File: src/rtl/add8_eval_pkg.sv
// ---------------------------------------------------------------------------
// add8_eval_pkg
//
// Purpose : Shared definitions for the approximate-adder error monitor:
//           FSM state encoding, pipeline depth and helper functions that
//           derive datapath / accumulator widths from W (operand width) and
//           NLOG (log2 of the maximum run length).
//
// Contents:
//   mon_state_t  - monitor FSM states (IDLE, RUN, DRAIN, DONE)
//   PIPE_DEPTH   - cycles from an accepted vector to its effect on the
//                  statistic outputs
//   sum_w        - exact sum width              (W+1)
//   diff_w       - signed difference width      (W+2)
//   sq_w         - squared error width          (2(W+1))
//   pc_w         - per-vector popcount width    (enough for 0..W+1)
//   cnt_w        - run-length / error counter   (NLOG+1)
//   abs_acc_w    - |error| accumulator          (W+1+NLOG)
//   sq_acc_w     - error^2 accumulator          (2(W+1)+NLOG)
//   hd_acc_w     - Hamming-distance accumulator (NLOG+5, sized for W=8)
// ---------------------------------------------------------------------------
package add8_eval_pkg;

   typedef enum logic [1:0] {
      ST_IDLE  = 2'd0,
      ST_RUN   = 2'd1,
      ST_DRAIN = 2'd2,
      ST_DONE  = 2'd3
   } mon_state_t;

   localparam int PIPE_DEPTH = 3;

   function automatic int sum_w(input int w);
      return w + 1;
   endfunction

   function automatic int diff_w(input int w);
      return w + 2;
   endfunction

   function automatic int sq_w(input int w);
      return 2 * (w + 1);
   endfunction

   // A (w+1)-bit xor can have up to w+1 ones, so w+2 distinct values.
   function automatic int pc_w(input int w);
      return $clog2(w + 2);
   endfunction

   function automatic int cnt_w(input int nlog);
      return nlog + 1;
   endfunction

   function automatic int abs_acc_w(input int w, input int nlog);
      return w + 1 + nlog;
   endfunction

   function automatic int sq_acc_w(input int w, input int nlog);
      return 2 * (w + 1) + nlog;
   endfunction

   function automatic int hd_acc_w(input int nlog);
      return nlog + 5;
   endfunction

endpackage

File: src/rtl/add8_err_calc.sv
// ---------------------------------------------------------------------------
// add8_err_calc
//
// Purpose : First two pipeline stages of the error monitor.
//           S1 registers the exact sum S = A + B and the signed difference
//           D = O - S. S2 registers |D|, D^2, popcount(O xor S) and a
//           nonzero-error flag. A valid bit travels alongside the data.
//
// Ports:
//   clk        in   clock, rising edge
//   rst        in   synchronous active-high reset (clears valid bits)
//   in_valid   in   a vector is transferred this cycle
//   a, b       in   W-bit operands
//   o          in   W+1-bit approximate result
//   s1_valid   out  stage-1 holds a vector (used by the drain logic)
//   out_valid  out  stage-2 holds a vector; outputs below are meaningful
//   err_flag   out  O != A+B
//   abs_err    out  |O - (A+B)|
//   sq_err     out  (O - (A+B))^2
//   hd         out  popcount(O xor (A+B))
// ---------------------------------------------------------------------------
module add8_err_calc
   import add8_eval_pkg::*;
#(
   parameter int W = 8
) (
   input  logic                  clk,
   input  logic                  rst,
   input  logic                  in_valid,
   input  logic [W-1:0]          a,
   input  logic [W-1:0]          b,
   input  logic [W:0]            o,
   output logic                  s1_valid,
   output logic                  out_valid,
   output logic                  err_flag,
   output logic [W:0]            abs_err,
   output logic [2*W+1:0]        sq_err,
   output logic [pc_w(W)-1:0]    hd
);

   localparam int SUM_W  = sum_w(W);
   localparam int DIFF_W = diff_w(W);
   localparam int SQ_W   = sq_w(W);
   localparam int PC_W   = pc_w(W);

   // ------------------------------------------------------------------
   // Stage 1: exact sum and signed difference
   // ------------------------------------------------------------------
   logic [SUM_W-1:0]         sum_c;
   logic signed [DIFF_W-1:0] diff_c;

   assign sum_c  = {1'b0, a} + {1'b0, b};
   assign diff_c = $signed({1'b0, o}) - $signed({1'b0, sum_c});

   logic                     s1_valid_reg;
   logic [SUM_W-1:0]         s1_sum_reg;
   logic [SUM_W-1:0]         s1_o_reg;
   logic signed [DIFF_W-1:0] s1_diff_reg;

   always_ff @(posedge clk) begin
      if (rst) begin
         s1_valid_reg <= 1'b0;
         s1_sum_reg   <= '0;
         s1_o_reg     <= '0;
         s1_diff_reg  <= '0;
      end else begin
         s1_valid_reg <= in_valid;
         // Data registers only load on a real transfer so that garbage on
         // the input bus during stalls never reaches the datapath.
         if (in_valid) begin
            s1_sum_reg  <= sum_c;
            s1_o_reg    <= o;
            s1_diff_reg <= diff_c;
         end
      end
   end

   // ------------------------------------------------------------------
   // Stage 2: magnitude, square, Hamming distance, error flag
   // ------------------------------------------------------------------
   // |D| never exceeds 2^(W+1)-1, so two's-complement negation of the low
   // SUM_W bits is exact; the sign bit only selects the branch.
   logic [SUM_W-1:0] abs_c;
   logic [SQ_W-1:0]  sq_c;
   logic [SUM_W-1:0] xor_c;
   logic             nz_c;

   assign abs_c = s1_diff_reg[DIFF_W-1] ? (~s1_diff_reg[SUM_W-1:0] + 1'b1)
                                        : s1_diff_reg[SUM_W-1:0];
   assign sq_c  = {{SUM_W{1'b0}}, abs_c} * {{SUM_W{1'b0}}, abs_c};
   assign xor_c = s1_o_reg ^ s1_sum_reg;
   assign nz_c  = |s1_diff_reg;

   // Popcount as a running-sum chain over the xor bits.
   logic [PC_W-1:0] pc_chain [0:SUM_W];
   assign pc_chain[0] = '0;

   generate
      for (genvar gi = 0; gi < SUM_W; gi++) begin : g_popcount
         assign pc_chain[gi+1] = pc_chain[gi] + PC_W'(xor_c[gi]);
      end
   endgenerate

   logic             s2_valid_reg;
   logic [SUM_W-1:0] s2_abs_reg;
   logic [SQ_W-1:0]  s2_sq_reg;
   logic [PC_W-1:0]  s2_pc_reg;
   logic             s2_nz_reg;

   always_ff @(posedge clk) begin
      if (rst) begin
         s2_valid_reg <= 1'b0;
         s2_abs_reg   <= '0;
         s2_sq_reg    <= '0;
         s2_pc_reg    <= '0;
         s2_nz_reg    <= 1'b0;
      end else begin
         s2_valid_reg <= s1_valid_reg;
         if (s1_valid_reg) begin
            s2_abs_reg <= abs_c;
            s2_sq_reg  <= sq_c;
            s2_pc_reg  <= pc_chain[SUM_W];
            s2_nz_reg  <= nz_c;
         end
      end
   end

   assign s1_valid  = s1_valid_reg;
   assign out_valid = s2_valid_reg;
   assign err_flag  = s2_nz_reg;
   assign abs_err   = s2_abs_reg;
   assign sq_err    = s2_sq_reg;
   assign hd        = s2_pc_reg;

endmodule

File: src/rtl/add8_err_monitor.sv
// ---------------------------------------------------------------------------
// add8_err_monitor
//
// Purpose : Collects error statistics for an approximate W-bit adder.
//           For each transferred vector (A, B, O) the exact sum A+B is
//           compared with O and the run accumulates: number of erroneous
//           vectors, sum of |error|, sum of error^2, worst-case |error|
//           and total Hamming distance. A run of num_vectors vectors is
//           started with start; done pulses once all results are in.
//
// Ports:
//   clk          in   clock, rising edge
//   rst          in   synchronous active-high reset, aborts any run
//   start        in   begin a run (honoured in IDLE or DONE only)
//   num_vectors  in   run length, sampled on an accepted start (0..2^NLOG)
//   in_valid     in   vector present on A/B/O
//   in_ready     out  vector accepted this cycle if in_valid
//   A, B         in   operands
//   O            in   approximate sum
//   busy         out  run in progress (RUN or DRAIN)
//   done         out  one-cycle pulse on entering DONE
//   err_count    out  vectors with O != A+B
//   sum_abs_err  out  sum of |O-(A+B)|
//   sum_sq_err   out  sum of (O-(A+B))^2
//   wce          out  largest |O-(A+B)| in the run
//   hd_total     out  sum of popcount(O xor (A+B))
// ---------------------------------------------------------------------------
module add8_err_monitor
   import add8_eval_pkg::*;
#(
   parameter int W    = 8,
   parameter int NLOG = 16
) (
   input  logic                      clk,
   input  logic                      rst,
   input  logic                      start,
   input  logic [NLOG:0]             num_vectors,
   input  logic                      in_valid,
   output logic                      in_ready,
   input  logic [W-1:0]              A,
   input  logic [W-1:0]              B,
   input  logic [W:0]                O,
   output logic                      busy,
   output logic                      done,
   output logic [NLOG:0]             err_count,
   output logic [W+NLOG:0]           sum_abs_err,
   output logic [2*(W+1)+NLOG-1:0]   sum_sq_err,
   output logic [W:0]                wce,
   output logic [NLOG+4:0]           hd_total
);

   localparam int CNT_W     = cnt_w(NLOG);
   localparam int SUM_W     = sum_w(W);
   localparam int SQ_W      = sq_w(W);
   localparam int PC_W      = pc_w(W);
   localparam int ABS_ACC_W = abs_acc_w(W, NLOG);
   localparam int SQ_ACC_W  = sq_acc_w(W, NLOG);
   localparam int HD_ACC_W  = hd_acc_w(NLOG);

   // ------------------------------------------------------------------
   // Control state
   // ------------------------------------------------------------------
   mon_state_t       state_reg, state_next;
   logic [CNT_W-1:0] remaining_reg, remaining_next;
   logic             done_reg, done_next;
   logic             clear_stats;
   logic             transfer;

   // Pipeline status from the calc stages
   logic             s1_valid;
   logic             s2_valid;
   logic             s2_err;
   logic [SUM_W-1:0] s2_abs;
   logic [SQ_W-1:0]  s2_sq;
   logic [PC_W-1:0]  s2_pc;

   assign in_ready = (state_reg == ST_RUN) && (remaining_reg != '0);
   assign transfer = in_valid && in_ready;
   assign busy     = (state_reg == ST_RUN) || (state_reg == ST_DRAIN);
   assign done     = done_reg;

   // ------------------------------------------------------------------
   // Datapath stages S1-S2
   // ------------------------------------------------------------------
   add8_err_calc #(
      .W (W)
   ) u_calc (
      .clk       (clk),
      .rst       (rst),
      .in_valid  (transfer),
      .a         (A),
      .b         (B),
      .o         (O),
      .s1_valid  (s1_valid),
      .out_valid (s2_valid),
      .err_flag  (s2_err),
      .abs_err   (s2_abs),
      .sq_err    (s2_sq),
      .hd        (s2_pc)
   );

   // ------------------------------------------------------------------
   // FSM
   // ------------------------------------------------------------------
   always_ff @(posedge clk) begin
      if (rst) begin
         state_reg     <= ST_IDLE;
         remaining_reg <= '0;
         done_reg      <= 1'b0;
      end else begin
         state_reg     <= state_next;
         remaining_reg <= remaining_next;
         done_reg      <= done_next;
      end
   end

   always_comb begin
      state_next     = state_reg;
      remaining_next = remaining_reg;
      done_next      = 1'b0;
      clear_stats    = 1'b0;

      case (state_reg)
         ST_IDLE, ST_DONE: begin
            if (start) begin
               clear_stats    = 1'b1;
               remaining_next = num_vectors;
               state_next     = (num_vectors == '0) ? ST_DRAIN : ST_RUN;
            end
         end
         ST_RUN: begin
            if (transfer) begin
               remaining_next = remaining_reg - CNT_W'(1);
               if (remaining_reg == CNT_W'(1)) begin
                  state_next = ST_DRAIN;
               end
            end
         end
         ST_DRAIN: begin
            // S3 absorbs whatever sits in S2 on this same edge, so once S1
            // is empty the last result lands exactly as DONE is entered.
            if (!s1_valid) begin
               state_next = ST_DONE;
               done_next  = 1'b1;
            end
         end
         default: begin
            state_next = ST_IDLE;
         end
      endcase
   end

   // ------------------------------------------------------------------
   // Stage S3: accumulators. Widths cover 2^NLOG worst-case vectors, so
   // plain wrap-free addition suffices.
   // ------------------------------------------------------------------
   logic [CNT_W-1:0]     err_count_reg;
   logic [ABS_ACC_W-1:0] sum_abs_reg;
   logic [SQ_ACC_W-1:0]  sum_sq_reg;
   logic [SUM_W-1:0]     wce_reg;
   logic [HD_ACC_W-1:0]  hd_total_reg;

   always_ff @(posedge clk) begin
      if (rst || clear_stats) begin
         err_count_reg <= '0;
         sum_abs_reg   <= '0;
         sum_sq_reg    <= '0;
         wce_reg       <= '0;
         hd_total_reg  <= '0;
      end else if (s2_valid) begin
         err_count_reg <= err_count_reg + CNT_W'(s2_err);
         sum_abs_reg   <= sum_abs_reg + ABS_ACC_W'(s2_abs);
         sum_sq_reg    <= sum_sq_reg + SQ_ACC_W'(s2_sq);
         hd_total_reg  <= hd_total_reg + HD_ACC_W'(s2_pc);
         if (s2_abs > wce_reg) begin
            wce_reg <= s2_abs;
         end
      end
   end

   assign err_count   = err_count_reg;
   assign sum_abs_err = sum_abs_reg;
   assign sum_sq_err  = sum_sq_reg;
   assign wce         = wce_reg;
   assign hd_total    = hd_total_reg;

endmodule
File: config.mk
export PLATFORM = sky130hd
export DESIGN_NAME = add8_err_monitor
export DESIGN_NICKNAME = d
export VERILOG_FILES = /design/src/rtl/add8_eval_pkg.sv /design/src/rtl/add8_err_calc.sv /design/src/rtl/add8_err_monitor.sv
export SDC_FILE = /design/constraint.sdc
export NUM_CORES = 1
export LEC_CHECK = 0
export CAP_MARGIN = 20
export CELL_PAD_IN_SITES_DETAIL_PLACEMENT = 1
export CELL_PAD_IN_SITES_GLOBAL_PLACEMENT = 1
export CORE_MARGIN = 2
export CORE_UTILIZATION = 39
export CTS_CLUSTER_SIZE = 30
export DETAILED_ROUTE_END_ITERATION = 8
export GPL_ROUTABILITY_DRIVEN = 0
export GPL_TIMING_DRIVEN = 0
export HOLD_SLACK_MARGIN = 0.12
export PLACE_DENSITY = 0.75
export SETUP_SLACK_MARGIN = 0.05
export SYNTH_ARGS = -nofsm -noshare
export SYNTH_HDL_FRONTEND = slang
export SYNTH_HIERARCHICAL = 1
export SYNTH_SLANG_ARGS = --single-unit
File: constraint.sdc
create_clock -name clk -period 5.1 [get_ports clk]
set_input_delay 0.51 -clock clk [delete_from_list [all_inputs] [get_ports clk]]
set_output_delay 0.51 -clock clk [all_outputs]
set_load 0.005 [all_outputs]
==> summary.md <==
| Metric | Value |
|---|---|
| Status | complete, but fails checks |
| Failing checks | setup timing |
| Crit path max-delay family | adder cells |
| CP max FO | 4 |
| CP Data Arrival Time | 5.83 ns |
| RSZ-0062 raised after global routing | yes |
| Crit path kind | reg -> reg |
| First-pass DRT Iterations | 5 |
| Clock share of power | 23.8% |
| CP Depth | 22 |
| Relative slew slack | 35.8% |
| Pins Over Slew Limit | 0 |
| Tightest Pin Transition | 0.964 ns |
| Worst R2R Setup Slack | -0.39 ns |
| Yosys top cell by area | dfxtp_1 |
| Slowest CP cell | fa_1 |
| Cell Pwr Density | 353 mW/mm² |
| I/O pins | 155 |
| Number of distinct library cells after synthesis | 82 |
| Critical Path RT | 5.44 ns |
| FF-to-FF path depth | 22 |
| Int Pwr | 3.21 mW |
| Placeable Area | 0.0315 mm² |
| EDFF count, synth | 0 |
| Net switching power | 2.31 mW |
| Fmax | 182 MHz |
| Vias in the first global route | ~12000 |
| Ys Warns | 6 |
| Syn avg cell area | 8.46 µm² |
| Largest net degree at the start of global routing | 19 |
| Routed Antenna Nets | 0 |
| Ys flop type | dfxtp_1 |
| Switch share | about two fifths |
| Async SR Flop Fraction | 0% |
| Busiest metal layer after global routing | met2 |
| WP buf/inv | 4 |
| GR Util met3 | 3.03% |
| Share of post-route cells with drive strength above 1 | 9.26% |
| GRT overflow | 0 |
| Hold_ws | 0.481 ns |
| CTS buffer count | 17 |
| Mapped Area | 0.0124 mm² |
| Die area | 0.0333 mm² |
| #FFs+latches synth | 186 |
| Post-route total power | ~5.5 mW |
| Grt met2 use | 42.0% |
| CTS max path bufs | 2 |
| Total wire length | 38300 µm |
| Synth top area share | 30.0% |
| Syn Nets | around 1700 |
| R2r startpoint | u_calc/s1_diff_reg[0] |
| Worst-path cell chain | inv_8 -> ha_4 -> or4b_4 -> nor4_4 -> or2b_4 -> xor2_4 -> nor2_4 -> ha_4 -> xnor2_2 -> fa_1 -> inv_1 -> fa_1 -> inv_2 -> fa_1 -> inv_2 -> ha_4 -> o211ai_1 -> a21oi_2 -> o211ai_1 -> a21oi_2 -> or3_1 -> a31o_2 |
| Initial antenna violation count | 0 |
| CTS root buf | clkbuf_16 |
| Final Net Count | around 1900 |
| Vias after detailed routing | 11300 |
| Share of power burned in registers | 31.4% |
| Hold Startpoint | remaining_reg[6] |
| DIE HEIGHT | 182 µm |
| FP Rows | between 60 and 70 |
| Setup TNS | -1.86 ns |
| CTS Sinks | 186 |
| Maxcap violations | 0 |
| Finish-stage setup viols | 9 |
| Clock transition at path regs | ~0.080 ns |
| VDD IR-drop max | around 0.00028 V |
| Largest stage delay on the critical path | between 0.5 and 0.6 ns |
| Global-route wire length before repair | 61200 µm |
| Tmin final | ~5.5 ns |
| R2r endpoint | u_calc/sq_err[14] |
| Clk_lat worst skew | ~0.46 ns |
| Iteration-0 DRC Markers | 410 |
| Htree depth | 4 |
| Residual DRC | 0 |
| Worst Setup Slack, final | -0.387 ns |
| Register area share after synthesis | 30.0% |
| Post-DP HPWL | 29300 µm |
| Area Overhead vs Synth | 26.0% |
| Port Buffers | 154 |
| Startpoint types | flip-flop |
| Final hold violation count | 0 |
| Hold Crit Class | reg -> reg |
| Max FFs per register | 34 |
| Die X | ~180 µm |
| CTS tree | built |
| Gr usage total | 23.0% |
| Crit path from | u_calc/s1_diff_reg[0] |
| Combinational share of power | 44.8% |
| Clock Skews | ~0.016 ns |
| Ant. Diodes | 0 |
| Leakage | 6.18 nW |
| Cell count after synthesis | 1469 |
| Initial core utilization | 39.5% |
| Routed WL per cell | 18.4 µm |
| Via density | 5.42 |
| CP endpoint | u_calc/sq_err[14] |
| Grt met1 use | 28.4% |
| Area contributors post-synth | dfxtp_1, ha_1, fa_1 |
| CP Capture Type | flip-flop |
| Tcrit/Tclk final | 108% |
## worst min-delay path by stage
stage,end,slack [ns],cells past startpoint
final,remaining_reg[6],0.48,2
after floorplan,done,0.42,1
after global routing,sum_sq_err[9],0.52,2
after CTS,remaining_reg[6],0.48,2
after detailed placement,remaining_reg[6],0.47,2
after global placement,err_count[16],0.47,2
## stage by stage
stage	util (%)	worst slack [ns]	instances	instance area, µm²
after detailed placement	46.5	-0.676	2025	14600
after global routing	49.7	-0.572	2087	15700
final	49.7	-0.387	2087	15700
after CTS	49.1	-0.328	2079	15500
after floorplan	-	-0.142	1469	12600
after global placement	46.5	-0.583	2025	14600
## power groups by stage
| stage | sequential (mW) | clock, mW | combinational [mW] |
|---|---|---|---|
| 3_3_place_gp | 1.75 | 0 | 2.20 |
| 6_report | 1.73 | 1.31 | 2.48 |
| 3_5_place_dp | 1.76 | 0 | 2.28 |
| 2_1_floorplan | 1.71 | 0 | 1.63 |
| 5_1_grt | 1.75 | 1.39 | 2.73 |
| 4_1_cts | 1.73 | 1.34 | 2.39 |
## layout by cell type (no fill, tap or decap), types with 29 or more instances in the layout
cell and count:
nor2_1 196, dfxtp_1 182, clkdlybuf4s50_1 154, inv_1 117, ha_1 91, a21oi_1 84, nand2_1 81, mux2i_1 59
o21ai_0 58, xor2_1 58, fa_1 43, clkbuf_1 42, xnor2_1 39, nand3_1 37, a211oi_1 29, buf_4 29
## repair_timing
item	4_1_cts	5_1_grt
endpoints found under the setup margin	12	11
hold buffers	0	0
resized for setup	19	35
pin swaps	21	34
setup buffers	22	9
## cells in the mapped netlist (all sizes together) (18+ instances only)
master,n
nor2b,18
or3,22
ha,99
fa,43
nor2,204
dfxtp,186
xor2,64
mux2i,59
xnor2,45
inv,127
o21ai,63
nand3,39
a21oi,91
a21o,25
nand2,86
clkbuf,42
a211oi,31
## layout make-up
type / instances / area, µm²
Buffer: 58 / 238
Clock inverter: 14 / 140
Clock buffer: 18 / 429
Tap cell: 402 / 503
Fill cell: 3633 / 15800
Multi-Input combinational cell: 1096 / 8330
Timing Repair Buffer: 185 / 1790
Sequential cell: 186 / 3730
Inverter: 128 / 493
## routing by layer
layer  vias up  share of wire (%)
met5         -                  0
met4         0                1.7
met3        48                3.4
met2       219                 50
met1      5591                 45
li1       5462                  -
## kinds of logic (layout without fill, tap and decap cells)
kind of cell             Yosys count  after routing  synth area share, %
XOR/XNOR                         109            109                 8.11
AO/OA/AOI/OAI                    284            284                 14.4
AND/OR/NAND/NOR                  499            499                 19.8
other                              1              1               0.0302
buffers and inverters            187            403                 5.88
multiplexers                      61             61                 4.93
adder cells (fa/ha/maj)          142            142                 16.9
flip-flops                       186            186                 30.0
## worst reg2reg max path, stage by stage, from the launching register on
cell	delay, ns
dfxtp_4	0.37
inv_8	0.06
ha_4	0.12
or4b_4	0.51
nor4_4	0.20
or2b_4	0.20
xor2_4	0.26
nor2_4	0.09
ha_4	0.24
xnor2_2	0.14
fa_1	0.50
inv_1	0.06
fa_1	0.55
inv_2	0.04
fa_1	0.55
inv_2	0.05
ha_4	0.25
o211ai_1	0.12
a21oi_2	0.08
o211ai_1	0.29
a21oi_2	0.11
or3_1	0.35
a31o_2	0.23
(Power assumes the default switching activity.)
